[config.mk]
export PLATFORM = sky130hd
export DESIGN_NAME = softmax_recip_normalizer_flat
export DESIGN_NICKNAME = d
export VERILOG_FILES = /design/src/rtl/softmax_recip_normalizer_pkg.sv /design/src/rtl/softmax_recip_normalizer_if.sv /design/src/rtl/softmax_recip_normalizer_lead_one_det.sv /design/src/rtl/softmax_recip_normalizer.sv /design/src/flat_wrapper.sv
export SDC_FILE = /design/constraint.sdc
export NUM_CORES = 1
export LEC_CHECK = 0
export CELL_PAD_IN_SITES_DETAIL_PLACEMENT = 1
export CELL_PAD_IN_SITES_GLOBAL_PLACEMENT = 1
export CORE_MARGIN = 3
export CORE_UTILIZATION = 40
export DETAILED_ROUTE_END_ITERATION = 12
export GPL_TIMING_DRIVEN = 0
export PLACE_DENSITY = 0.79
export SLEW_MARGIN = 20
export SYNTH_ARGS = -nofsm -noshare
export SYNTH_HDL_FRONTEND = slang
export SYNTH_SLANG_ARGS = --single-unit
[constraint.sdc]
create_clock -name clk -period 1.97 [get_ports clk]
set_input_delay 0.394 -clock clk [delete_from_list [all_inputs] [get_ports clk]]
set_output_delay 0.394 -clock clk [all_outputs]
set_load 0.01 [all_outputs]
[src/rtl/softmax_recip_normalizer_pkg.sv]
// Shared widths, constants and output beat type for the softmax reciprocal normaliser.
// Latency: none (declarations only).
// Backpressure: not applicable.
package softmax_recip_normalizer_pkg;

  // Q0.7 mantissa sent to the LUT and Q1.8 reciprocal returned from it
  localparam int MANT_W  = 7;
  localparam int RECIP_W = 9;

  // Smallest normalised mantissa (0.5); also the idle/zero-sum LUT address
  localparam logic [MANT_W-1:0] LUT_FLOOR = 7'h40;

  // Reciprocal reported for a zero sum
  localparam logic [RECIP_W-1:0] RECIP_SAT = 9'h1FF;

  // Field widths of the output beat
  localparam int BEAT_EXP_W = 6;
  localparam int BEAT_TAG_W = 4;

  // Largest positive value of an exp_w-bit two's complement exponent
  function automatic int exp_max(input int exp_w);
    return (1 << (exp_w - 1)) - 1;
  endfunction

  // Exponent reported for a zero sum
  localparam logic [BEAT_EXP_W-1:0] EXP_SAT = BEAT_EXP_W'(exp_max(BEAT_EXP_W));

  typedef struct packed {
    logic [RECIP_W-1:0]           mant;
    logic signed [BEAT_EXP_W-1:0] exp;
    logic [BEAT_TAG_W-1:0]        tag;
    logic                         dz;
  } out_beat_t;

endpackage

[src/rtl/softmax_recip_normalizer_if.sv]
// Bundles the input stream, reciprocal-LUT port and output stream of the normaliser.
// Latency: none (wiring only).
// Backpressure: valid/ready on input and output streams; the LUT path is combinational.
interface softmax_recip_normalizer_if #(
  parameter int SUM_W = 16,
  parameter int EXP_W = 6,
  parameter int TAG_W = 4
);
  import softmax_recip_normalizer_pkg::*;

  logic               in_valid;
  logic               in_ready;
  logic [SUM_W-1:0]   in_sum;
  logic [TAG_W-1:0]   in_tag;

  logic [MANT_W-1:0]  lut_m_value;
  logic [RECIP_W-1:0] lut_recip;

  logic               out_valid;
  logic               out_ready;
  logic [RECIP_W-1:0] out_mant;
  logic [EXP_W-1:0]   out_exp;
  logic [TAG_W-1:0]   out_tag;
  logic               out_dz;

  // Normaliser side
  modport slave (
    input  in_valid, in_sum, in_tag, lut_recip, out_ready,
    output in_ready, lut_m_value, out_valid, out_mant, out_exp, out_tag, out_dz
  );

  // Producer / LUT / consumer side
  modport master (
    output in_valid, in_sum, in_tag, lut_recip, out_ready,
    input  in_ready, lut_m_value, out_valid, out_mant, out_exp, out_tag, out_dz
  );

endinterface

[src/rtl/softmax_recip_normalizer_lead_one_det.sv]
// Priority encoder: position of the most significant set bit of the sum, plus a zero flag.
// Latency: combinational.
// Backpressure: none.
module softmax_recip_normalizer_lead_one_det #(
  parameter int SUM_W = 16,
  parameter int P_W   = $clog2(SUM_W)
) (
  input  logic [SUM_W-1:0] sum_i,
  output logic [P_W-1:0]   pos_o,
  output logic             zero_o
);

  // Highest set bit wins because later iterations overwrite earlier ones
  always_comb begin
    pos_o = '0;
    for (int i = 0; i < SUM_W; i++) begin
      if (sum_i[i]) pos_o = P_W'(i);
    end
  end

  assign zero_o = ~|sum_i;

endmodule

[src/rtl/softmax_recip_normalizer.sv]
// Normalises the softmax exponent sum to m in [0.5,1), looks up 1/m and emits mant*2^exp.
// Latency: 3 cycles accept-to-out_valid, 1 token per cycle.
// Backpressure: each stage loads when empty or when the next stage loads; bubbles collapse.
module softmax_recip_normalizer
  import softmax_recip_normalizer_pkg::*;
#(
  parameter int SUM_W    = 16,
  parameter int SUM_FRAC = 8,
  parameter int EXP_W    = 6,
  parameter int TAG_W    = 4
) (
  input  logic                       clk,
  input  logic                       rst_n,
  softmax_recip_normalizer_if.slave  bus
);

  localparam int P_W = $clog2(SUM_W);
  localparam logic [EXP_W-1:0] EXP_SAT_L = EXP_W'(exp_max(EXP_W));

  // The full exponent range must be representable, and the beat type must match
  if ((SUM_FRAC - SUM_W) < -(1 << (EXP_W - 1)) || (SUM_FRAC - 1) > exp_max(EXP_W)) begin : g_exp_range_chk
    $error("softmax_recip_normalizer: exponent range does not fit in EXP_W bits");
  end
  if (EXP_W != BEAT_EXP_W || TAG_W != BEAT_TAG_W) begin : g_beat_chk
    $error("softmax_recip_normalizer: EXP_W/TAG_W must match the output beat fields");
  end

  logic               rdy_en_q;

  logic               s1_vld_q;
  logic [SUM_W-1:0]   s1_sum_q;
  logic [TAG_W-1:0]   s1_tag_q;
  logic [P_W-1:0]     s1_p_q;
  logic               s1_dz_q;

  logic               s2_vld_q;
  logic [MANT_W-1:0]  s2_m7_q;
  logic [EXP_W-1:0]   s2_exp_q;
  logic [TAG_W-1:0]   s2_tag_q;
  logic               s2_dz_q;

  logic               out_vld_q;
  out_beat_t          out_q;

  logic               s1_ld, s2_ld, s3_ld, in_acc;
  logic [P_W-1:0]     s1_p_d;
  logic               s1_dz_d;
  logic [MANT_W-1:0]  s2_m7_d;
  logic [EXP_W-1:0]   s2_exp_d;

  softmax_recip_normalizer_lead_one_det #(
    .SUM_W (SUM_W),
    .P_W   (P_W)
  ) u_lead_one_det (
    .sum_i  (bus.in_sum),
    .pos_o  (s1_p_d),
    .zero_o (s1_dz_d)
  );

  // Load chain runs backwards from the output register
  assign s3_ld        = bus.out_ready || !out_vld_q;
  assign s2_ld        = !s2_vld_q || s3_ld;
  assign s1_ld        = !s1_vld_q || s2_ld;
  assign bus.in_ready = rdy_en_q && s1_ld;
  assign in_acc       = bus.in_valid && bus.in_ready;

  // Mantissa is the 7 bits from the leading one down, zero-filled below bit 0;
  // the exponent undoes that shift relative to the input's binary point
  always_comb begin
    s2_m7_d  = MANT_W'({s1_sum_q, {(MANT_W-1){1'b0}}} >> s1_p_q);
    s2_exp_d = EXP_W'(SUM_FRAC - 1 - int'(s1_p_q));
    if (s1_dz_q) begin
      s2_m7_d  = LUT_FLOOR;
      s2_exp_d = EXP_SAT_L;
    end
  end

  // Hold in_ready low for the first cycle after reset release
  always_ff @(posedge clk or negedge rst_n) begin
    if (!rst_n) rdy_en_q <= 1'b0;
    else        rdy_en_q <= 1'b1;
  end

  // S1: capture the sum and tag with their leading-one position and zero flag
  always_ff @(posedge clk or negedge rst_n) begin
    if (!rst_n) begin
      s1_vld_q <= 1'b0;
      s1_sum_q <= '0;
      s1_tag_q <= '0;
      s1_p_q   <= '0;
      s1_dz_q  <= 1'b0;
    end else if (s1_ld) begin
      s1_vld_q <= in_acc;
      if (in_acc) begin
        s1_sum_q <= bus.in_sum;
        s1_tag_q <= bus.in_tag;
        s1_p_q   <= s1_p_d;
        s1_dz_q  <= s1_dz_d;
      end
    end
  end

  // S2: register the normalised mantissa (it addresses the LUT directly) and exponent
  always_ff @(posedge clk or negedge rst_n) begin
    if (!rst_n) begin
      s2_vld_q <= 1'b0;
      s2_m7_q  <= LUT_FLOOR;
      s2_exp_q <= '0;
      s2_tag_q <= '0;
      s2_dz_q  <= 1'b0;
    end else if (s2_ld) begin
      s2_vld_q <= s1_vld_q;
      if (s1_vld_q) begin
        s2_m7_q  <= s2_m7_d;
        s2_exp_q <= s2_exp_d;
        s2_tag_q <= s1_tag_q;
        s2_dz_q  <= s1_dz_q;
      end
    end
  end

  // S3: capture the LUT reciprocal into the output beat; held while stalled
  always_ff @(posedge clk or negedge rst_n) begin
    if (!rst_n) begin
      out_vld_q <= 1'b0;
      out_q     <= '0;
    end else if (s3_ld) begin
      out_vld_q <= s2_vld_q;
      if (s2_vld_q) begin
        out_q.mant <= s2_dz_q ? RECIP_SAT : bus.lut_recip;
        out_q.exp  <= s2_exp_q;
        out_q.tag  <= s2_tag_q;
        out_q.dz   <= s2_dz_q;
      end
    end
  end

  assign bus.lut_m_value = s2_m7_q;
  assign bus.out_valid   = out_vld_q;
  assign bus.out_mant    = out_q.mant;
  assign bus.out_exp     = out_q.exp;
  assign bus.out_tag     = out_q.tag;
  assign bus.out_dz      = out_q.dz;

endmodule

[src/flat_wrapper.sv]
// flat-port wrapper written by rule: the top's interface ports become plain ports
module softmax_recip_normalizer_flat import softmax_recip_normalizer_pkg::*;
#(
  parameter int SUM_W    = 16,
  parameter int SUM_FRAC = 8,
  parameter int EXP_W    = 6,
  parameter int TAG_W    = 4
)
  (clk, rst_n, bus_in_valid, bus_in_sum, bus_in_tag, bus_lut_recip, bus_out_ready, bus_in_ready, bus_lut_m_value, bus_out_valid, bus_out_mant, bus_out_exp, bus_out_tag, bus_out_dz);
  softmax_recip_normalizer_if #(.SUM_W(SUM_W), .EXP_W(EXP_W), .TAG_W(TAG_W)) bus_i ();
  input  logic clk;
  input  logic rst_n;
  input wire logic [$bits(bus_i.in_valid)-1:0] bus_in_valid;
  input wire logic [$bits(bus_i.in_sum)-1:0] bus_in_sum;
  input wire logic [$bits(bus_i.in_tag)-1:0] bus_in_tag;
  input wire logic [$bits(bus_i.lut_recip)-1:0] bus_lut_recip;
  input wire logic [$bits(bus_i.out_ready)-1:0] bus_out_ready;
  output wire logic [$bits(bus_i.in_ready)-1:0] bus_in_ready;
  output wire logic [$bits(bus_i.lut_m_value)-1:0] bus_lut_m_value;
  output wire logic [$bits(bus_i.out_valid)-1:0] bus_out_valid;
  output wire logic [$bits(bus_i.out_mant)-1:0] bus_out_mant;
  output wire logic [$bits(bus_i.out_exp)-1:0] bus_out_exp;
  output wire logic [$bits(bus_i.out_tag)-1:0] bus_out_tag;
  output wire logic [$bits(bus_i.out_dz)-1:0] bus_out_dz;
  assign bus_i.in_valid = bus_in_valid;
  assign bus_i.in_sum = bus_in_sum;
  assign bus_i.in_tag = bus_in_tag;
  assign bus_i.lut_recip = bus_lut_recip;
  assign bus_i.out_ready = bus_out_ready;
  assign bus_in_ready = bus_i.in_ready;
  assign bus_lut_m_value = bus_i.lut_m_value;
  assign bus_out_valid = bus_i.out_valid;
  assign bus_out_mant = bus_i.out_mant;
  assign bus_out_exp = bus_i.out_exp;
  assign bus_out_tag = bus_i.out_tag;
  assign bus_out_dz = bus_i.out_dz;
  softmax_recip_normalizer #(.SUM_W(SUM_W), .SUM_FRAC(SUM_FRAC), .EXP_W(EXP_W), .TAG_W(TAG_W)) u_core (.clk(clk), .rst_n(rst_n), .bus(bus_i));
endmodule
**Yosys cells after proc, flatten, opt, wreduce, memory -nomap -nowiden**

Cells that the tools add are included.

- Add/subtract/negate cells: 1
- Shifts and indexed selects: 1
- Reductions and logical operators: 13
- Muxes and demuxes: 18

Operators with widths:

| operator | count |
|---|---|
| 4-bit two-way mux | 14 |
| 22-bit by 4-bit right shift with 7-bit output | 1 |
| 16-bit OR reduction | 1 |
| 9-bit two-way mux | 1 |
| 7-bit two-way mux | 1 |
| 6-bit two-way mux | 1 |
| 2-bit AND reduction | 3 |
| 3-bit by 4-bit subtractor with 5-bit output (first input constant) | 1 |
| 1-bit logical NOT | 4 |
| 1-bit logical OR | 3 |
| 1-bit logical AND | 2 |
| 1-bit two-way mux | 1 |

- Flip-flop bits (word level): 67
- Word-level logic and storage cells: 49
- Output and inout bits: 29
- Input port bits: 33

**Logic depth before layout (Yosys ltp)**

Gate-level depths: netlist (run 1).

- Depth after elaboration: 15
- Gate-level depth with buffers: 7
- Mapped depth without buffers: 5

**Hierarchy**

Synthesis (run 1) repeated with hierarchy kept, for this count alone.

- Cells, all modules: 274
- Area, all modules: 3,170.5 um^2

By module, submodules not included:

| module | instances | sequential area each (um^2) | cells each | area an instance (um^2) |
|---|---|---|---|---|
| softmax_recip_normalizer | 1 | 1,627.8 | 245 | 3,009.1 |
| softmax_recip_normalizer_lead_one_det | 1 | 0.0 | 29 | 161.4 |

**Worst setup path after synthesis (run 1)**

Ideal clock, no wire load.

- Kind: flip-flop to flip-flop
- From: register u_core.s1_p_q[1]
- To: register u_core.s2_m7_q[2] (netlist: u_core.bus.lut_m_value[2])
- Buffers on the path: 1
- Data required time: 1,844 ps
- Slack: 412 ps
- Stages on the path, launching flop included: 6
- Period minus slack after synthesis: 1,558 ps
- Arrival: 1,432 ps
- Library setup time: 126 ps
- Cells stage by stage: dfrtp_1 buf_6 mux4_2 mux2i_1 nor2_1 a221o_1

- Word-level cells in the longest chain between the ends: 2

RTL lines:

| element | line | RTL |
|---|---|---|
| from (decl) | softmax_recip_normalizer.sv:33 | `logic [P_W-1:0] s1_p_q;` |
| from (signal assigned) | softmax_recip_normalizer.sv:97 | `s1_p_q <= s1_p_d;` |
| 22-bit by 4-bit right shift with 7-bit output | softmax_recip_normalizer.sv:70 | `s2_m7_d = MANT_W'({s1_sum_q, {(MANT_W-1){1'b0}}} >> s1_p_q);` |
| 7-bit two-way mux | softmax_recip_normalizer.sv:72 | `if (s1_dz_q) begin` |
| to (signal assigned) | softmax_recip_normalizer.sv:114 | `s2_m7_q <= s2_m7_d;` |
| to (decl) | softmax_recip_normalizer.sv:37 | `logic [MANT_W-1:0] s2_m7_q;` |

No other way between the ends.
A chain may end at the register's enable or synchronous reset.

**Final worst setup path (run 1)**

- From: register u_core.s1_vld_q
- To: output bus_in_ready

- Word-level cells in the longest chain between the ends: 3

RTL lines:

| element | line | RTL |
|---|---|---|
| from (decl) | softmax_recip_normalizer.sv:30 | `logic s1_vld_q;` |
| from (signal assigned) | softmax_recip_normalizer.sv:93 | `s1_vld_q <= in_acc;` |
| 1-bit logical NOT | softmax_recip_normalizer.sv:63 | `assign s1_ld = !s1_vld_q \|\| s2_ld;` |
| 1-bit logical OR | softmax_recip_normalizer.sv:63 |  |
| 1-bit logical AND | softmax_recip_normalizer.sv:64 | `assign bus.in_ready = rdy_en_q && s1_ld;` |
| to (decl) | flat_wrapper.sv:18 | `output wire logic [$bits(bus_i.in_ready)-1:0] bus_in_ready;` |

No other way between the ends.

==> summary.md, run 1 <==
| Metric | Value |
|---|---|
| Final period util | `0.939` |
| Antenna fix cells | `0` |
| Worst-path fanout max | `4` |
| Yosys cell types | `37` |
| Pwr/cell area | `1020 mW/mm2` |
| Post-DRT Antenna Nets | `0` |
| Die area | `0.00904 mm2` |
| CP Class | `register to primary output` |
| HPWL Detailed | `5.84 mm` |
| Clock sinks | `65` |
| Cell Area, Synth | `0.00318 mm2` |
| Flops & latches, synth | `65` |
| Final WS setup | `about 0.12 ns` |
| CTS tree | `yes` |
| Register area | `0.00163 mm2` |
| Max VDD drop | `0.420 mV` |
| TritonRoute pass-1 iters | `4` |
| Measured slew at the worst slew-check pin | `0.500 ns` |
| Critical path required time | `1.58 ns` |
| Post-DR vias/cell | `approximately 5.4` |
| Die height | `95.1 um` |
| Clk_lat worst skew | `0.34 ns` |
| Post-layout util | `0.556` |
| Crit path capture type | `primary output` |
| RSZ-0062 raised after global routing | `false` |
| Final Hold Fails | `0` |
| Synth Instances | `266` |
| Slew Viols, Final | `0` |
| Fillers | `778` |
| Drt first-iter violations | `87` |
| Post-DR wirelength/cell | `17.8 um` |
| Vias in the first global route | `2458` |
| Commonest cells after routing, fill and taps aside | `64 x dfrtp_1, 58 x clkdlybuf4s50_1, 39 x nand2_1, 32 x mux2_2, 22 x nor2_1` |
| Fmax | `0.541 GHz` |
| Status | `complete, no violations` |
| Core Area | `0.00749 mm2` |
| Max-capacitance violation count | `0` |
| Sequential cell area fraction in the yosys report | `0.513` |
| CTS H-Tree Depth | `3` |
| Boundary pin count | `62` |
| Area delta synth->final | `31.2%` |
| Fin Setup TNS | `0 ns` |
| GRT overflow | `0` |
| Syn avg cell area | `11.9 um2` |
| Final Power | `0.00427 W` |
| Multi-input logic area | `about 0.0015 mm2` |
| Initial cell density of the core | `0.424` |
| Syn_nets | `~300` |
| Port Buffer Count | `61` |
| Reg clk slew, reported paths | `0.07 ns` |
| Hold Path Class | `input pin to async pin` |
| Setup WS pre-CTS | `-0.302 ns` |
| Gr usage total | `0.186` |
| Slew headroom | `0.667` |
| Initial antenna violation count | `0` |
| Max Root-Sink Buffers | `2` |
| # nets final | `374` |
| Largest net degree at the start of global routing | `50` |
| Root Buffer Master | `clkbuf_8` |
| Gpl congestion | `0.827` |
| Final setup viols | `0` |
| Final wirelength | `7.93 mm` |
| Leak | `1.82 nW` |
| Total number of vias | `2395` |
| Row Count | `31` |
| Fin crit period | `1.85 ns` |
| Drc violations | `0` |
| TritonCTS Buffers | `9` |
| Most common cell after layout, fill and taps aside | `dfrtp_1` |
| CP Launch Type | `register` |
| Layout cells sized above 1 | `0.208` |
| Chip Width | `95.1 um` |
| First-pass GRT wire length | `12.8 mm` |
| Layout Skew | `0.00743 ns` |
| Yosys Warn Count | `0` |
| CP arrival | `1.46 ns` |
## cell families after synthesis
kind of cell           synth area share
and+or+nand+nor                   0.117
DFF                               0.513
muxes                             0.262
AOI/OAI and AO/OA                0.0768
buffers and inverters            0.0311
other                           0.00118
## layer usage
| layer | vias up | track usage | share of wire |
|---|---|---|---|
| li1 | 1118 | - | - |
| met1 | 1197 | 0.254 | 0.46 |
| met2 | 67 | 0.297 | 0.48 |
| met3 | 13 | 0.0268 | 0.048 |
| met4 | 0 | 0.0781 | 0.015 |
| met5 | - | 0 | 0 |
## registers in the layout, indices dropped and copies added (netlist names)
name and flops:
u_core.s2_vld_q 1, u_core.s2_exp_q 5, u_core.bus.out_exp 5, u_core.bus.out_valid 1
u_core.s1_vld_q 1, u_core.bus.lut_m_value 7, u_core.bus.out_tag 4, u_core.bus.out_mant 9
u_core.bus.out_dz 1, u_core.s1_dz_q 1, u_core.s1_tag_q 4, u_core.rdy_en_q 1
u_core.s2_tag_q 4, u_core.s2_dz_q 1, u_core.s1_sum_q 16, u_core.s1_p_q 4
## synthesized netlist by cell type (all sizes together)
library cell | instances | share of area
buf | 9 | 0.020
mux2 | 32 | 0.11
nor2 | 22 | 0.026
inv | 2 | 0.0024
mux2i | 14 | 0.044
a21oi | 6 | 0.0095
and2 | 2 | 0.0039
dfrtp | 64 | 0.50
nand3 | 2 | 0.0032
nor3b | 2 | 0.0047
o21a | 2 | 0.0047
nand3b | 1 | 0.0024
o21ai | 13 | 0.020
a221oi | 1 | 0.0028
o22ai | 2 | 0.0039
nand4b | 1 | 0.0028
mux4 | 14 | 0.10
nand2b | 3 | 0.0059
o31ai | 4 | 0.0095
a21o | 2 | 0.0047
a221o | 3 | 0.0095
conb | 1 | 0.0012
nor4 | 2 | 0.0039
o41ai | 1 | 0.0028
a31oi | 2 | 0.0039
dfstp | 1 | 0.0083
clkbuf | 7 | 0.0083
a211oi | 1 | 0.0024
nor2b | 2 | 0.0039
a211o | 1 | 0.0028
nor3 | 6 | 0.0095
or4 | 1 | 0.0024
nand2 | 39 | 0.046
or3 | 1 | 0.0020
## worst max-delay path: stages (launching register included)
cell	delay [ns]
dfrtp_1	0.39
nand4b_1	0.23
and2_4	0.22
dlygate4sd2_1	0.28
## power breakdown
part           switching [W]  internal (W)  total, W
logic               0.000500      0.000739   0.00124
registers           0.000202       0.00161   0.00182
clock network       0.000549      0.000663   0.00121
total                0.00125       0.00301   0.00427
## what timing repair did
item                                    CTS  global route
hold buffers                              1             0
setup buffers                             1             0
endpoints found under the hold margin    16             0
resized for setup                         3             0
endpoints found under the setup margin    1             0
## area by class of cell
class / instances / share of cell area
clock buffers: 11 / 0.0363
repair buffers: 64 / 0.156
inverters: 2 / 0.00180
well taps: 99 / 0.0297
plain buffers: 16 / 0.0219
flip-flops and latches: 65 / 0.391
clock inverters: 5 / 0.0147
multi-input cells: 183 / 0.348
## per-stage QoR
step,cell area [um2],cells,hold WS [ns]
6_report,4170,445,0.471
5_1_grt,4170,445,0.498
4_1_cts,4170,445,0.469
3_5_place_dp,3940,427,0.284
3_3_place_gp,3910,426,0.446
2_1_floorplan,3180,266,0.0984
## final timing paths
| kind | startpoint | end | slack (ns) | cells past startpoint |
|---|---|---|---|---|
| max in group asynchronous | rst_n | u_core.bus.lut_m_value[6]$_DFFE_PN1P_ | 0.94 | 3 |
| hold reg to reg | u_core.s1_tag_q[2]$_DFFE_PN0P_ | u_core.s2_tag_q[2]$_DFFE_PN0P_ | 0.47 | 2 |
| setup / recovery | u_core.s1_vld_q$_DFFE_PN0N_ | bus_in_ready | 0.12 | 3 |
| hold / removal | rst_n | u_core.bus.lut_m_value[1]$_DFFE_PN0P_ | 0.47 | 2 |
| min in group clk | u_core.s1_tag_q[2]$_DFFE_PN0P_ | u_core.s2_tag_q[2]$_DFFE_PN0P_ | 0.47 | 2 |
| setup reg to reg | u_core.s1_vld_q$_DFFE_PN0N_ | u_core.s1_sum_q[5]$_DFFE_PN0P_ | 0.14 | 6 |
Power figures use the tool's default switching activity.
==> run 2: changes to the inputs <==
GPL_ROUTABILITY_DRIVEN = 0   (was unset)
RECOVER_POWER = 100   (was unset)
==> run 2 against run 1 <==
- power is 1.9% lower
- sequential share of layout area is 0.094 points higher
- critical path depth is 2 lower
- register-to-register slack worse by 0.02 ns
- combinational power is 6% lower
- count of clock-buffer cells in the layout stayed put
- largest cell class unchanged
- highest routed layer unchanged
==> summary.md, run 2 (synthesis results as in run 1) <==
| Metric | Value |
|---|---|
| Status | `complete, no violations` |
| Max stage delay on crit path | `0.60 ns (+0.21 ns)` |
| CP arrival | `1.48 ns (+0.02 ns)` |
| Hold Path Class | `register to register` |
| Port Buffer Count | `61 (unchanged)` |
| Register area | `0.00163 mm2 (unchanged)` |
| Largest net degree at the start of global routing | `50 (unchanged)` |
| CP Launch Type | `register` |
| Drc violations | `0 (unchanged)` |
| # nets final | `374 (unchanged)` |
| Max Root-Sink Buffers | `2 (unchanged)` |
| Vias in the first global route | `2458 (unchanged)` |
| RSZ-0062 raised after global routing | `false` |
| Max VDD drop | `0.419 mV (-0.29%)` |
| Final wirelength | `7.92 mm (-0.19%)` |
| CTS tree | `yes` |
| Crit path buffers/inverters | `1 (unchanged)` |
| Fin Setup TNS | `0 ns (unchanged)` |
| Initial cell density of the core | `0.424 (unchanged)` |
| Dpl cells | `427 (unchanged)` |
| Total number of vias | `2383 (-0.50%)` |
| FF-to-FF Start | `u_core.s1_vld_q$_DFFE_PN0N_` |
| Layout Skew | `0.00771 ns (+0.000278 ns)` |
| Fillers | `782 (+0.51%)` |
| Leak | `1.84 nW (+0.90%)` |
| CP Class | `register to primary output` |
| Root Buffer Master | `clkbuf_8` |
| Row Count | `31 (unchanged)` |
| Layout cells sized above 1 | `0.205 (-0.00289)` |
| Critical path required time | `1.58 ns (about the same)` |
| Slew Viols, Final | `0 (unchanged)` |
| Initial antenna violation count | `0 (unchanged)` |
| GRT overflow | `0 (unchanged)` |
| Multi-input logic area | `0.00145 mm2 (unchanged)` |
| Post-DR wirelength/cell | `17.8 um (-0.19%)` |
| Worst path top cell family by delay | `buffers and inverters` |
| Drt first-iter violations | `77 (-11%)` |
| Chip Width | `95.1 um (unchanged)` |
| Gr usage total | `0.186 (unchanged)` |
| Area delta synth->final | `30.9%` |
| Final Power | `0.00418 W (-1.9%)` |
| Clk_lat worst skew | `0.34 ns (about the same)` |
| Hold path startpoint | `u_core.s1_tag_q[2]$_DFFE_PN0P_` |
| Final period util | `0.954 (+0.0146)` |
| Most common cell after layout, fill and taps aside | `dfrtp_1` |
| Fmax | `0.532 GHz (-1.5%)` |
| First-pass GRT wire length | `12.8 mm (unchanged)` |
| Slew headroom | `0.295 (-0.372)` |
| Reg clk slew, reported paths | `0.07 ns (about the same)` |
| WHS | `0.471 ns (+0.0000500 ns)` |
| Antenna fix cells | `0 (unchanged)` |
| Post-DRT Antenna Nets | `0 (unchanged)` |
| Max-capacitance violation count | `0 (unchanged)` |
| Commonest cells after routing, fill and taps aside | `64 x dfrtp_1, 39 x nand2_1, 32 x mux2_2, 30 x clkdlybuf4s50_1, 29 x dlygate4sd3_1` |
| Die area | `0.00904 mm2 (unchanged)` |
| TritonCTS Buffers | `9 (unchanged)` |
| Most flops, register | `u_core.s1_sum_q` |
| Core Area | `0.00749 mm2 (unchanged)` |
| Post-DR vias/cell | `5.36 (-0.50%)` |
| HPWL Detailed | `5.84 mm (unchanged)` |
| Worst-path fanout max | `2 (-2)` |
| CTS H-Tree Depth | `3 (unchanged)` |
| Max reg flops | `16 (unchanged)` |
| Die height | `95.1 um (unchanged)` |
| Crit path from | `u_core.bus.lut_m_value[6]$_DFFE_PN1P_` |
| Final setup viols | `0 (unchanged)` |
| Cell Chain, Critical Path | `dlygate4sd3_1` |
| Fin crit period | `1.88 ns (+0.0287 ns)` |
| Crit path max-delay cell type | `dlygate4sd3_1` |
| TritonRoute pass-1 iters | `4 (unchanged)` |
| Final Non-Filler Cells | `445 (unchanged)` |
| Crit path capture type | `primary output` |
| Clock sinks | `65 (unchanged)` |
| Pwr/cell area | `1010 mW/mm2 (-1.6%)` |
| Measured slew at the worst slew-check pin | `1.06 ns (+0.558 ns)` |
| Final Hold Fails | `0 (unchanged)` |
| Boundary pin count | `62 (unchanged)` |
-- run 2: cell count changes in the layout (fill, tap and decap cells not counted), sizes merged --
cell / delta
buf: -4
dlygate4sd3: +28
clkbuf: +4
clkdlybuf4s50: -28
-- run 2: power breakdown --
| part | switching [W] | internal [W] | total, W |
|---|---|---|---|
| Sequential | 0.000193 | 0.00161 | 0.00181 |
| Clock | 0.000545 | 0.000663 | 0.00121 |
| Combinational | 0.000500 | 0.000671 | 0.00117 |
| Total | 0.00124 | 0.00295 | 0.00418 |
-- run 2: worst paths after layout --
kind / endpoint / slack (ns) / cells after the start
max: bus_lut_m_value[6] / 0.09 / 1
min: u_core.s2_tag_q[2]$_DFFE_PN0P_ / 0.47 / 2
min in group asynchronous: u_core.bus.lut_m_value[1]$_DFFE_PN0P_ / 0.77 / 2
max in group asynchronous: u_core.bus.lut_m_value[6]$_DFFE_PN1P_ / 0.38 / 3
min reg2reg: u_core.s2_tag_q[2]$_DFFE_PN0P_ / 0.47 / 2
max reg2reg: u_core.s1_sum_q[8]$_DFFE_PN0P_ / 0.12 / 6
-- run 2: metal layers --
| metal | global-route usage | vias up | part of all wire |
|---|---|---|---|
| met2 | 0.297 | 64 | 0.48 |
| met3 | 0.0268 | 10 | 0.042 |
| met4 | 0.0781 | 0 | 0.013 |
| li1 | - | 1118 | - |
| met5 | 0 | - | 0 |
| met1 | 0.254 | 1191 | 0.46 |
-- run 2: repair_timing --
item,4_1_cts,5_1_grt
hold buffers,1,0
setup endpoints to repair,1,0
resized for setup,3,0
setup buffers,1,0
hold endpoints to repair,16,0
-- run 2: cell type report --
type / count / area share
inverter: 2 / 0.00181
clock inverter: 5 / 0.0148
clock buffer: 11 / 0.0364
timing repair buffer: 64 / 0.156
multi-input combinational: 183 / 0.349
sequential: 65 / 0.392
tap: 99 / 0.0298
buffer: 16 / 0.0205
-- run 2: stage by stage --
step	setup WS [ns]	instance area, um2	utilization
5_1_grt	0.0296	4160	0.555
6_report	0.0914	4160	0.555
3_3_place_gp	-1.70	3910	0.522
2_1_floorplan	0.412	3180	-
3_5_place_dp	-0.302	3940	0.526
4_1_cts	0.106	4170	0.556
==> run 3: changes to the inputs <==
CORE_ASPECT_RATIO = 0.75   (was unset)
CORE_MARGIN = unset   (was 3)
==> run 3 against run 2 <==
- utilization increased by 0.52 points
- critical path type is now input pin to primary output
- die area is 8.2% lower
- wire length increased by 0.93%
- critical path depth rose by 3
- combinational power is essentially flat
- global-route usage up 2.6 points
- register-to-register slack got worse by 0.02 ns
- design area rose by 1.1%
- clock power up 6%
- power grew 2.3%
==> summary.md, run 3 (synthesis results as in run 1) <==
| Metric | Value |
|---|---|
| Initial cell density of the core | `0.423 (-0.000778)` |
| Vias in the first global route | `2541 (+3.4%)` |
| FF-to-FF End | `u_core.bus.lut_m_value[2]$_DFFE_PN0P_` |
| CTS H-Tree Depth | `3 (unchanged)` |
| Final Power | `0.00428 W (+2.3%)` |
| Max VDD drop | `0.417 mV (-0.43%)` |
| Drc violations | `0 (unchanged)` |
| First-pass GRT wire length | `13.4 mm (+4.7%)` |
| Fillers | `796 (+1.8%)` |
| Max Root-Sink Buffers | `2 (unchanged)` |
| Initial antenna violation count | `0 (unchanged)` |
| Dpl cells | `429 (+0.47%)` |
| Die height | `79.2 um (-17%)` |
| Clk_lat worst skew | `0.35 ns (about the same)` |
| Worst hold path stage count | `2 (unchanged)` |
| Worst-path fanout max | `3 (+1)` |
| Hold Path Class | `register to register` |
| Most flops, register | `u_core.s1_sum_q` |
| FF-to-FF Start | `u_core.s1_p_q[3]$_DFFE_PN0P_` |
| Worst R2R Path Depth | `5 (-1)` |
| Measured slew at the worst slew-check pin | `0.897 ns (-0.160 ns)` |
| # nets final | `376 (+0.53%)` |
| Most common cell after layout, fill and taps aside | `dfrtp_1` |
| Final wirelength | `7.99 mm (+0.93%)` |
| Worst path top cell family by delay | `buffers and inverters` |
| Layout cells sized above 1 | `0.213 (+0.00744)` |
| Leak | `1.85 nW (+0.89%)` |
| Crit path buffers/inverters | `2 (+1)` |
| Post-DR wirelength/cell | `17.8 um (about the same)` |
| GRT overflow | `0 (unchanged)` |
| Post-DRT Antenna Nets | `0 (unchanged)` |
| DP Area | `0.00394 mm2 (about the same)` |
| Register area | `0.00163 mm2 (unchanged)` |
| Final period util | `0.990 (+0.0364)` |
| Hold Path Sink | `u_core.s2_tag_q[2]$_DFFE_PN0P_` |
| TritonRoute pass-1 iters | `4 (unchanged)` |
| Critical path required time | `1.58 ns (about the same)` |
| Antenna fix cells | `0 (unchanged)` |
| TritonCTS Buffers | `9 (unchanged)` |
| Area delta synth->final | `32.3%` |
| Port Buffer Count | `61 (unchanged)` |
| Crit path from | `bus_out_ready` |
| Cell Chain, Critical Path | `clkdlybuf4s50_1, nand4b_1, and2_4, clkdlybuf4s15_1` |
| Finished layout cell area | `0.00420 mm2 (+1.1%)` |
| CP Launch Type | `input pin` |
| Final Non-Filler Cells | `449 (+0.90%)` |
| Largest net degree at the start of global routing | `53 (+6.0%)` |
| Slew headroom | `0.402 (+0.107)` |
| Crit path capture type | `primary output` |
| Commonest cells after routing, fill and taps aside | `64 x dfrtp_1, 39 x nand2_1, 34 x clkdlybuf4s50_1, 32 x mux2_2, 26 x dlygate4sd3_1` |
| Slew Viols, Final | `0 (unchanged)` |
| Gr usage total | `0.212 (+0.0262)` |
| Drt first-iter violations | `127 (+65%)` |
| Boundary pin count | `62 (unchanged)` |
| CP arrival | `1.56 ns (+0.08 ns)` |
| Row Count | `27 (-13%)` |
| Core Area | `0.00750 mm2 (+0.18%)` |
| Layout Skew | `0.0125 ns (+0.00477 ns)` |
| CTS tree | `yes` |
| Die area | `0.00830 mm2 (-8.2%)` |
| Max-capacitance violation count | `0 (unchanged)` |
| Multi-input logic area | `0.00145 mm2 (unchanged)` |
| Post-layout util | `0.560 (+0.00515)` |
| Hold path startpoint | `u_core.s1_tag_q[2]$_DFFE_PN0P_` |
| HPWL Detailed | `5.81 mm (-0.53%)` |
| R2r setup slk | `0.10 ns (-0.02 ns)` |
| Post-DR vias/cell | `5.28 (-1.3%)` |
| Max reg flops | `16 (unchanged)` |
| Root Buffer Master | `clkbuf_8` |
| Total number of vias | `2372 (-0.46%)` |
| Max stage delay on crit path | `0.44 ns (-0.16 ns)` |
| Pwr/cell area | `1020 mW/mm2 (+1.2%)` |
| Fmax | `0.513 GHz (-3.7%)` |
| Crit path max-delay cell type | `clkdlybuf4s50_1` |
| Clock sinks | `65 (unchanged)` |
| WHS | `0.474 ns (+0.00258 ns)` |
| CP Class | `input pin to primary output` |
| Fin crit period | `1.95 ns (+0.0716 ns)` |
| Final Hold Fails | `0 (unchanged)` |
| Reg clk slew, reported paths | `0.08 ns (about the same)` |
| Status | `complete, no violations` |
| Final setup viols | `0 (unchanged)` |
| Chip Width | `105 um (+10%)` |
==> run 3: cell types whose count changed in the layout (fill, tap and decap cells not counted), sizes merged, moves of 2 or more <==
cell,before,now
dlygate4sd3,29,26
dlygate4sd2,2,0
buf,8,11
clkdlybuf4s50,30,34
clkbuf,22,19
==> run 3: power by group <==
group | internal, W | total (W) | switching [W] | leakage, nW
Clock | 0.000725 | 0.00128 | 0.000556 | 0.110
Combinational | 0.000683 | 0.00119 | 0.000503 | 0.969
Sequential | 0.00161 | 0.00181 | 0.000201 | 0.773
==> run 3: worst max path at each step <==
stage                                            end  slack [ns]  cells past startpoint
4_1_cts                                 bus_in_ready        0.04                      4
2_1_floorplan  u_core.bus.lut_m_value[2]$_DFFE_PN0P_        0.41                      5
3_3_place_gp      u_core.bus.out_mant[7]$_DFFE_PN0P_       -1.64                      1
3_5_place_dp       u_core.bus.out_exp[4]$_DFFE_PN0P_       -0.32                      5
6_report                                bus_in_ready        0.02                      4
5_1_grt                                 bus_in_ready      -0.006                      4
==> run 3: metal layers <==
layer / GRT usage / vias up / part of all wire
met5: 0 / - / 0
met4: 0.0817 / 0 / 0.021
met3: 0.0525 / 13 / 0.039
met2: 0.327 / 64 / 0.45
met1: 0.291 / 1173 / 0.49
li1: - / 1122 / -
==> run 3: final cells by class <==
type,instances,area share
multi-input combinational,183,0.345
timing repair buffer,66,0.158
clock buffer,9,0.0295
sequential,65,0.387
inverter,2,0.00179
buffer,16,0.0232
clock inverter,7,0.0244
tap,101,0.0301
==> run 3: worst reg2reg max path: stages (launching register included) <==
cell and delay [ns]:
dfrtp_1 0.38, clkbuf_1 0.41, mux4_1 0.38, mux2i_1 0.25
nor2_1 0.08, a221o_1 0.26
==> run 3: through the flow <==
step           setup TNS [ns]  setup slack [ns]
4_1_cts                     0            0.0387
3_5_place_dp            -6.94            -0.324
3_3_place_gp          -110.93             -1.64
5_1_grt              -0.00607          -0.00607
6_report                    0            0.0198
2_1_floorplan               0             0.412
==> run 3: repair_timing <==
action,in CTS,in global routing
endpoints found under the hold margin,13,0
resized for setup,3,4
setup endpoints to repair,1,21
hold buffers,1,0
buffers inserted,2,1
pin swaps,1,0
